<file path="src/rtl/imm_extend_pipe.sv">
// Immediate extender feeding a registered main/skid output stage; accepted operands appear one cycle later.
// in_ready is registered (skid empty), so out_ready never reaches upstream combinationally.
module imm_extend_pipe #(
  parameter int DATA_W = 32,
  parameter int TAG_W  = 5
) (
  input  logic              clk,
  input  logic              rst_n,
  input  logic              flush,
  input  logic              in_valid,
  output logic              in_ready,
  input  logic [2:0]        load,
  input  logic [31:0]       data_in,
  input  logic [DATA_W-1:0] pc_in,
  input  logic [TAG_W-1:0]  tag_in,
  output logic              out_valid,
  output logic [DATA_W-1:0] out_data,
  output logic [TAG_W-1:0]  out_tag,
  input  logic              out_ready,
  output logic              err,
  input  logic              err_clr
);

  localparam logic [2:0] MODE_RSVD = 3'd7;

  logic              main_valid;
  logic [DATA_W-1:0] main_data;
  logic [TAG_W-1:0]  main_tag;
  logic              skid_valid;
  logic [DATA_W-1:0] skid_data;
  logic [TAG_W-1:0]  skid_tag;

  logic [DATA_W-1:0] ext_data;
  logic              accept;
  logic              take;

  always_comb begin
    ext_data = '0;
    case (load)
      3'd0: ext_data = DATA_W'($signed(data_in[15:0]));
      3'd1: ext_data = DATA_W'(data_in[15:0]);
      3'd2: ext_data = DATA_W'(data_in[25:0]);
      3'd3: ext_data = DATA_W'(data_in[10:6]);
      3'd4: ext_data = DATA_W'($signed({data_in[15:0], 16'h0000}));
      3'd5: ext_data = DATA_W'($signed({data_in[15:0], 2'b00}));
      3'd6: ext_data = {pc_in[DATA_W-1:28], data_in[25:0], 2'b00};
      default: ext_data = '0;
    endcase
  end

  assign accept = in_valid && in_ready;
  // A flush drops whatever is presented in the same cycle.
  assign take   = accept && !flush;

  always_ff @(posedge clk) begin
    if (!rst_n) begin
      main_valid <= 1'b0;
      main_data  <= '0;
      main_tag   <= '0;
      skid_valid <= 1'b0;
      skid_data  <= '0;
      skid_tag   <= '0;
    end else if (flush) begin
      main_valid <= 1'b0;
      skid_valid <= 1'b0;
    end else if (!main_valid) begin
      if (take) begin
        main_valid <= 1'b1;
        main_data  <= ext_data;
        main_tag   <= tag_in;
      end
    end else if (out_ready) begin
      if (skid_valid) begin
        main_data  <= skid_data;
        main_tag   <= skid_tag;
        skid_valid <= 1'b0;
      end else if (take) begin
        main_data  <= ext_data;
        main_tag   <= tag_in;
      end else begin
        main_valid <= 1'b0;
      end
    end else if (take) begin
      skid_valid <= 1'b1;
      skid_data  <= ext_data;
      skid_tag   <= tag_in;
    end
  end

  // Set wins over clear so a reserved-mode hit is never lost.
  always_ff @(posedge clk) begin
    if (!rst_n) begin
      err <= 1'b0;
    end else if (take && (load == MODE_RSVD)) begin
      err <= 1'b1;
    end else if (err_clr) begin
      err <= 1'b0;
    end
  end

  assign in_ready  = !skid_valid;
  assign out_valid = main_valid;
  assign out_data  = main_data;
  assign out_tag   = main_tag;

endmodule

</file>
<file path="config.mk">
export PLATFORM = sky130hd
export DESIGN_NAME = imm_extend_pipe
export DESIGN_NICKNAME = d
export VERILOG_FILES = /design/src/rtl/imm_extend_pipe.sv
export SDC_FILE = /design/constraint.sdc
export NUM_CORES = 1
export LEC_CHECK = 0
export ABC_AREA = 1
export CAP_MARGIN = 5
export CORE_MARGIN = 2
export CORE_UTILIZATION = 45
export CTS_BUF_LIST = sky130_fd_sc_hd__clkbuf_8
export DETAILED_ROUTE_END_ITERATION = 8
export PLACE_DENSITY = 0.79
export REMOVE_ABC_BUFFERS = 1
export SETUP_SLACK_MARGIN = 0.02
export SKIP_CTS_REPAIR_TIMING = 1
export SLEW_MARGIN = 20
export SYNTH_ARGS = -nofsm -noshare
export SYNTH_HDL_FRONTEND = slang
export SYNTH_SLANG_ARGS = --single-unit
</file>
<file path="constraint.sdc">
create_clock -name clk -period 1.3 [get_ports clk]
set_input_delay 0.13 -clock clk [delete_from_list [all_inputs] [get_ports clk]]
set_output_delay 0.13 -clock clk [all_outputs]
set_load 0.05 [all_outputs]
</file>
## Word-level counts from Yosys, hierarchy flattened

Index checks and enable logic that the tools add are counted.
Widths: inputs -> output; s select.

| word-level totals | value |
|---|---|
| register bits | 77 |
| logic and storage cells | 47 |
| output and inout port bits | 40 |

| cells by class | value |
|---|---|
| equal/unequal tests | 8 |
| reduce and logical (&&, ||, !) cells | 12 |
| mux-type cells | 17 |
| bitwise operators | 3 |

Operator list:

| kind | count |
|---|---|
| $pmux 32 s7 | 1 |
| $mux 32 | 4 |
| $mux 5 | 4 |
| $eq 3x3->1 const B | 4 |
| $mux 1 | 8 |
| $eq 3x2->1 const B | 2 |
| $reduce_and 2->1 | 2 |
| $reduce_and 4->1 | 1 |
| $reduce_bool 2->1 | 2 |
| $eq 3x1->1 const B | 1 |
| $logic_and 1x1->1 | 3 |
| $logic_not 3->1 | 1 |
| $not 1->1 | 3 |
| $logic_not 1->1 | 2 |
| $ne 2x2->1 const B | 1 |
| $reduce_or 2->1 | 1 |

## Logic depth before layout (Yosys ltp)

Gate-level depths: netlist (run 1).

| logic depth | value |
|---|---|
| depth in word-level cells | 7 |
| mapped depth | 9 |
| mapped depth without buffers | 7 |

## Least setup slack after synthesis (run 1)

OpenSTA, ideal clock, no wires.

| path | value |
|---|---|
| path type | register to register |
| start point | reg main_valid, in the netlist out_valid |
| end point | reg skid_data[2] |
| buffers on the path | 2 |
| required time | 1,185 ps |
| data arrival time | 1,528 ps |
| cell stages (with the launch flop) | 10 |
| setup time | 115 ps |
| slack | -342 ps |
| clock period less this slack | 1,642 ps |
| cell sequence | dfxtp_1 -> inv_2 -> nor2_4 -> inv_2 -> nor2_2 -> buf_4 -> buf_6 -> nand4_1 -> o211ai_1 -> inv_2 |

| on the way | value |
|---|---|
| word-level cells in the longest chain between the ends | 1 |

RTL lines:

| item | line | text |
|---|---|---|
| start: declaration | 26 | `logic main_valid;` |
| start signal: assignment | 57 | `main_valid <= 1'b0;` |
| start signal: assignment | 64 | `main_valid <= 1'b0;` |
| start signal: assignment | 68 | `main_valid <= 1'b1;` |
| $reduce_and 4->1 (no source line) | -- |  |
| end signal: assignment | 85 | `skid_data <= ext_data;` |
| end: declaration | 30 | `logic [DATA_W-1:0] skid_data;` |

Every way passes these cells.
A chain may end at the register's enable or synchronous reset.

## Final worst setup path (run 1)

| path | value |
|---|---|
| start point | reg main_valid, in the netlist out_valid |
| end point | reg skid_data[3] |

The elaborated chain is that of the path after synthesis.

==> summary.txt, run 1 <==
Routing
  – DRC errors left: 0
  – First-pass detailed-route iteration total: 9
  – Drt wl/cell: between 20 and 25 µm
  – Via density: 6.44
  – Drt total wl: 17.9 mm
  – Routed vias: 5,345
  – Drt initial violations: 653
  – ANT nets after route: 0

Layout
  – Reg area: 1550 µm²
  – Layout cell share with drive strength beyond 1: a little over a third
  – Fillers: approximately 580
  – Fin nets: between 700 and 800
  – Finished Layout Cells: 830
  – Area Overhead vs Synth: 62.5%
  – Multi-input gate area: 2370 µm²
  – Antenna diodes: 0
  – Design area: 6740 µm²

Timing
  – Total negative slack: -6.49 ns
  – RSZ-0062 raised after global routing: yes
  – Final Setup Violations: between 70 and 80
  – Clk_skew: 0.0123 ns
  – Final min period: 1.54 ns
  – Slew Viols, Final: 0
  – Least-Margin Pin Slew: around 0.60 ns
  – Fin Hold WS: 0.207 ns
  – Worst slew margin: 60.0%
  – Final hold vios: 0
  – Slack of the critical path: -0.236 ns
  – Fmax: about 0.65 GHz
  – Period utilization: 118%

GRT
  – Via count of the first global-routing pass: approximately 4,300
  – Total track usage: 24.4%
  – First-pass GRT wire length: just under 20 mm
  – Overflow after GRT: 0
  – Pin count of the biggest net entering global routing: 55
  – Initial antenna violation count: 0

Synthesis
  – Synth Register Bits: 77
  – Yosys cell types: 27
  – Top cell type by total area after synthesis: dfxtp_1
  – Number of flops mapped to enable cells by yosys: 0
  – Synth top area cells: dfxtp_1 (37%), nand2_1 (7.1%), nand3_1 (6.6%), a21oi_1 (5.8%), o21ai_0 (5.5%)
  – Synth Flop Type: dfxtp_1
  – Register area share after synthesis: between 30% and 40%
  – Post-synth top cells: nand2_1 (79), dfxtp_1 (77), nand3_1 (55)
  – Mapped Area: 4150 µm²
  – Synth top area share: 37.2%
  – Gate Count Post-Synth: 584
  – Cell with the most instances after synthesis: nand2_1
  – Ys async rst share: 0%
  – Syn Area/Cell: 7.10 µm²
  – Ys Warns: 0

Floorplanning
  – Die ar.: 10,000 µm²
  – Total I/O pin count: 118
  – Starting Density: 45.5%
  – Die height: roughly 100 µm
  – Placement row count: 35
  – Chip Width: 100 µm
  – Core area: 9110 µm²

Placement
  – DP Cell Count: 776
  – Place WS: -0.454 ns
  – DP HPWL: 8.43 mm
  – Dpl cell area: 5610 µm²
  – I/O Buffers: 83
  – Routability congestion estimate: 0.900

Clock network
  – H-tree Lvls: 3
  – CTS buffer count: 9
  – Clock tree buffer depth: 2
  – Clock sink total: 77
  – Clk root buf: clkbuf_8
  – Worst-Skew Late Latency: approximately 0.37 ns
  – CTS clock-pin slew for the worst setup and hold paths: about 0.080 ns
  – CTS tree: yes

Pwr
  – PD cells: 895 nW/µm²
  – Comb pwr share: 25.6%
  – P_sw: 0.00187 W
  – Flop pwr share: a little over two fifths
  – Sw Ratio: around 31%
  – Max IR drop VDD: 0.531 mV
  – Internal Power: ~0.0042 W
  – Clock power frac: between 30 and 40%
  – Static leakage: about 2.9 nW

Setup path
  – CP Data Arrival Time: 1.80 ns
  – Reg2Reg Depth: 9
  – Delay-heaviest family, CP: buffers and inverters
  – Max incr delay on CP: 0.39 ns
  – Reg-to-reg critical path startpoint: out_valid$_SDFF_PP0_
  – Worst Setup EP: skid_data[3]$_SDFFE_PN0P_
  – WP buf/inv: 5
  – Crit Path Class: flip-flop to flip-flop
  – Crit path cell chain: inv_4 > nor2_4 > inv_2 > nor2_4 > buf_12 > buf_12 > nand4_1 > o211ai_1 > inv_2
  – CP max FO: 7
  – Startpoint Class: flip-flop
  – Critical Path Slowest Stage Cell: dfxtp_4
  – WP data required: 1.56 ns
  – Worst reg-to-reg setup slack: -0.24 ns
  – End of the worst register-to-register path: skid_data[3]$_SDFFE_PN0P_
  – CP endpoint kind: flip-flop
  – Critical Path Start: out_valid$_SDFF_PP0_
  – Levels on crit path: 9

Status
  – Status: complete, but fails checks
  – Failing checks: negative setup slack

Run
  – Number of max-cap violations: 0

Worst hold path
  – Hold Path Class: input pin to flip-flop
-- routing by layer --
metal	GRT usage [%]	vias up	share of wire (%)	wire length [µm]
met5	0	-	0	0
met4	12.4	0	8.3	1490
met3	3.76	172	12	2080
met2	40.3	458	46	8200
met1	31.0	2455	34	6130
li1	-	2260	-	-
-- flip-flops by register name, summed over array words and instances, names as in the netlist --
signal and count:
out_valid 1, out_tag 5, skid_data 32, out_data 32, err 1, skid_tag 5
skid_valid 1
-- stage by stage --
stage / utilization (%) / power [W]
floorplan: - / 0.00309
global placement: 61.6 / 0.00377
detailed placement: 61.6 / 0.00379
CTS: 63.8 / 0.00568
global route: 74.0 / 0.00617
finish: 74.0 / 0.00603
-- cells in the final DEF, fill, tap and decap left out, types with 6 or more instances in the layout --
cell	count
clkdlybuf4s50_1	37
o21ai_2	23
or2_2	8
o21ai_1	32
nor2_1	37
nand2_2	15
inv_2	8
nor3_2	6
nor2_4	7
inv_1	45
buf_12	50
a31oi_1	13
nand4_1	28
o211ai_1	13
buf_6	18
nand3_1	47
nand2_1	72
nand3_2	9
o21ai_0	24
buf_4	41
clkbuf_16	10
a21oi_1	35
a21oi_2	17
clkbuf_8	9
dfxtp_1	75
-- worst register-to-register path, delay by kind of cell, from the launching register on --
kind / cells / cell delay, ns
buffers and inverters: 5 / 0.45
and+or+nand+nor: 3 / 0.42
DFF: 1 / 0.39
AOI/OAI and AO/OA: 1 / 0.17
-- power by group through the flow --
stage	registers [W]	logic (W)	clock network, W
after global placement	0.00255	0.00122	0
final	0.00251	0.00154	0.00198
after detailed placement	0.00256	0.00124	0
after CTS	0.00250	0.00125	0.00194
after global routing	0.00252	0.00159	0.00206
after floorplan	0.00272	0.000367	0
-- final cells by class --
type / instances / area share, %
clock buffers: 9 / 1.84
clock inverters: 5 / 1.15
inverters: 56 / 3.27
multi-input cells: 407 / 35.2
flip-flops and latches: 77 / 23.0
well taps: 111 / 2.06
repair buffers: 165 / 33.5
-- how the worst min path moves through the flow --
stage | startpoint | endpoint | cells past startpoint
after global routing | rst_n | out_tag[2]$_SDFFE_PN0P_ | 4
final | rst_n | out_tag[2]$_SDFFE_PN0P_ | 4
after CTS | rst_n | out_tag[2]$_SDFFE_PN0P_ | 4
after floorplan | rst_n | out_tag[1]$_SDFFE_PN0P_ | 2
after detailed placement | skid_tag[4]$_SDFFE_PN0P_ | skid_tag[4]$_SDFFE_PN0P_ | 2
after global placement | skid_tag[4]$_SDFFE_PN0P_ | skid_tag[4]$_SDFFE_PN0P_ | 2
-- cells by family after synthesis --
group	Yosys count	synth area share (%)
AND/OR/NAND/NOR	246	29.4
AO/OA/AOI/OAI	159	20.7
buffers and inverters	102	12.7
flip-flops	77	37.2
Note: power is estimated with default switching activity, not from simulation.
==> run 2, diff against run 1 <==
- CORE_ASPECT_RATIO: not set -> 1.5
==> summary.txt, run 2 (same netlist as run 1, synthesis figures left out) <==
Timing
  – Clk_skew: 0.00831 ns
  – RSZ-0062 raised after global routing: yes
  – Final min period: 1.41 ns
  – Fmax: 0.710 GHz
  – Final Setup Violations: 44
  – Least-Margin Pin Slew: a little under 0.6 ns
  – Worst slew margin: between 60% and 70%
  – Final hold vios: 0
  – Period utilization: 108%
  – Slack of the critical path: -0.108 ns
  – Slew Viols, Final: 0
  – Fin Hold WS: 0.0672 ns

Layout
  – Area Overhead vs Synth: 55.8%
  – Layout cell share with drive strength beyond 1: 31.2%
  – Fin nets: between 700 and 800
  – Antenna diodes: 0
  – Most frequent cells in the layout: nand2_1 (78), dfxtp_1 (75), buf_12 (51)
  – Final Util: about 73%
  – Commonest non-fill, non-tap cell in the layout: nand2_1
  – Finished Layout Cells: ~810

Setup path
  – Critical Path Slowest Stage Cell: dfxtp_4
  – WP data required: 1.59 ns
  – CP Data Arrival Time: about 1.7 ns
  – Reg-to-reg critical path startpoint: skid_valid$_SDFFE_PP0P_
  – Crit Path Class: flip-flop to flip-flop
  – Crit path cell chain: nor2_4 > buf_6 > buf_12 > nor3_2 > nor2_1 > nand2_1 > a21oi_1
  – Delay-heaviest family, CP: simple AND/OR/NAND/NOR gates
  – WP buf/inv: 2
  – CP endpoint kind: flip-flop
  – CP max FO: 6
  – Worst reg-to-reg setup slack: -0.11 ns
  – End of the worst register-to-register path: out_data[21]$_SDFFE_PN0P_
  – Max incr delay on CP: 0.38 ns
  – Startpoint Class: flip-flop
  – Reg2Reg Depth: 7

Clock network
  – H-tree Lvls: 3
  – CTS clock-pin slew for the worst setup and hold paths: 0.08 ns
  – Clock sink total: 77
  – Clk root buf: clkbuf_8
  – Clock tree buffer depth: 2
  – CTS buffer count: 9
  – Worst-Skew Late Latency: 0.37 ns
  – CTS tree: yes

Pwr
  – Max IR drop VDD: 0.809 mV
  – Flop pwr share: 41.7%
  – PD cells: roughly 930 nW/µm²
  – Clock power frac: 34.5%
  – Static leakage: 2.76 nW
  – Total power: 0.00601 W
  – Internal Power: 0.00420 W
  – Sw Ratio: 30.2%
  – P_sw: 0.00181 W
  – Comb pwr share: 23.8%

Placement
  – Routability congestion estimate: roughly 0.83
  – I/O Buffers: 83
  – DP HPWL: 8.46 mm
  – DP Cell Count: 776
  – Place WS: -0.426 ns

Routing
  – First-pass detailed-route iteration total: 5
  – Drt total wl: between 15 and 20 mm
  – ANT nets after route: 0
  – Via density: 6.06
  – Drt initial violations: 500
  – Routed vias: 4,914
  – DRC errors left: 0
  – Drt wl/cell: 18.8 µm

Worst hold path
  – Hold Path Class: input pin to flip-flop
  – Hold path cells: 3
  – Critical hold path startpoint: rst_n
  – Hold Path End: out_data[4]$_SDFFE_PN0P_

Floorplanning
  – Die height: 122 µm
  – Chip Width: slightly above 80 µm
  – Die ar.: 10,000 µm²
  – Core area: 8880 µm²
  – Total I/O pin count: 118
  – Starting Density: 46.7%
  – Placement row count: 42

GRT
  – Pin count of the biggest net entering global routing: 50
  – Via count of the first global-routing pass: 4,200
  – Total track usage: 25.2%
  – First-pass GRT wire length: 19.7 mm
  – Overflow after GRT: 0
  – Initial antenna violation count: 0

Run
  – Number of max-cap violations: 0

Status
  – Failing checks: negative setup slack
  – Status: complete, but fails checks
run 2: cell types whose count changed in the layout (fill, tap and decap cells not counted), moves of 5 or more:
cell / before / now
nand2_2: 15 / 10
o21ai_0: 24 / 34
or2_4: 5 / 0
or2_2: 8 / 13
o21ai_2: 23 / 15
nand2_1: 72 / 78
buf_4: 41 / 30
run 2: layout make-up:
type                    count  area (µm²)
well taps                 110         138
flip-flops and latches     77        1550
clock inverters             6        86.3
fillers                   581        2420
repair buffers            146        2030
multi-input cells         406        2310
clock buffers              10         138
inverters                  56         214
run 2: worst reg2reg max path, delay by kind of cell (launching register included):
family,cells,cell delay [ns]
flops,1,0.38
simple gates,4,0.46
compound gates,1,0.16
buf+inv,2,0.32
run 2: how the worst max path moves through the flow:
stage	from	endpoint	slack (ns)	cells past startpoint
after global routing	skid_valid$_SDFFE_PP0P_	out_data[21]$_SDFFE_PN0P_	-0.15	7
final	skid_valid$_SDFFE_PP0P_	out_data[21]$_SDFFE_PN0P_	-0.11	7
after detailed placement	load[0]	out_data[23]$_SDFFE_PN0P_	-0.43	10
after global placement	load[1]	out_data[3]$_SDFFE_PN0P_	-0.37	9
after CTS	skid_valid$_SDFFE_PP0P_	out_data[30]$_SDFFE_PN0P_	-0.17	6
after floorplan	out_valid$_SDFF_PP0_	skid_data[2]$_SDFFE_PN0P_	-1.49	7
run 2: through the flow:
stage / TNS, ns / area, µm²
final: -1.06 / 6460
after CTS: -4.89 / 5890
after global routing: -4.71 / 6460
after floorplan: -71.87 / 3830
after detailed placement: -24.60 / 5670
after global placement: -21.05 / 5670
run 2: power by group through the flow:
stage               Combinational [W]  Clock (W)  Sequential [W]
floorplan                    0.000367          0         0.00272
global placement              0.00124          0         0.00255
detailed placement            0.00126          0         0.00256
CTS                           0.00127    0.00206         0.00250
global route                  0.00150    0.00217         0.00251
finish                        0.00143    0.00207         0.00250
run 2: layer usage:
| layer | GRT usage (%) | wire, µm |
|---|---|---|
| met4 | 11.1 | 794 |
| met1 | 29.7 | 5380 |
| met3 | 4.52 | 1370 |
| met5 | 0 | 0 |
| met2 | 43.6 | 7720 |
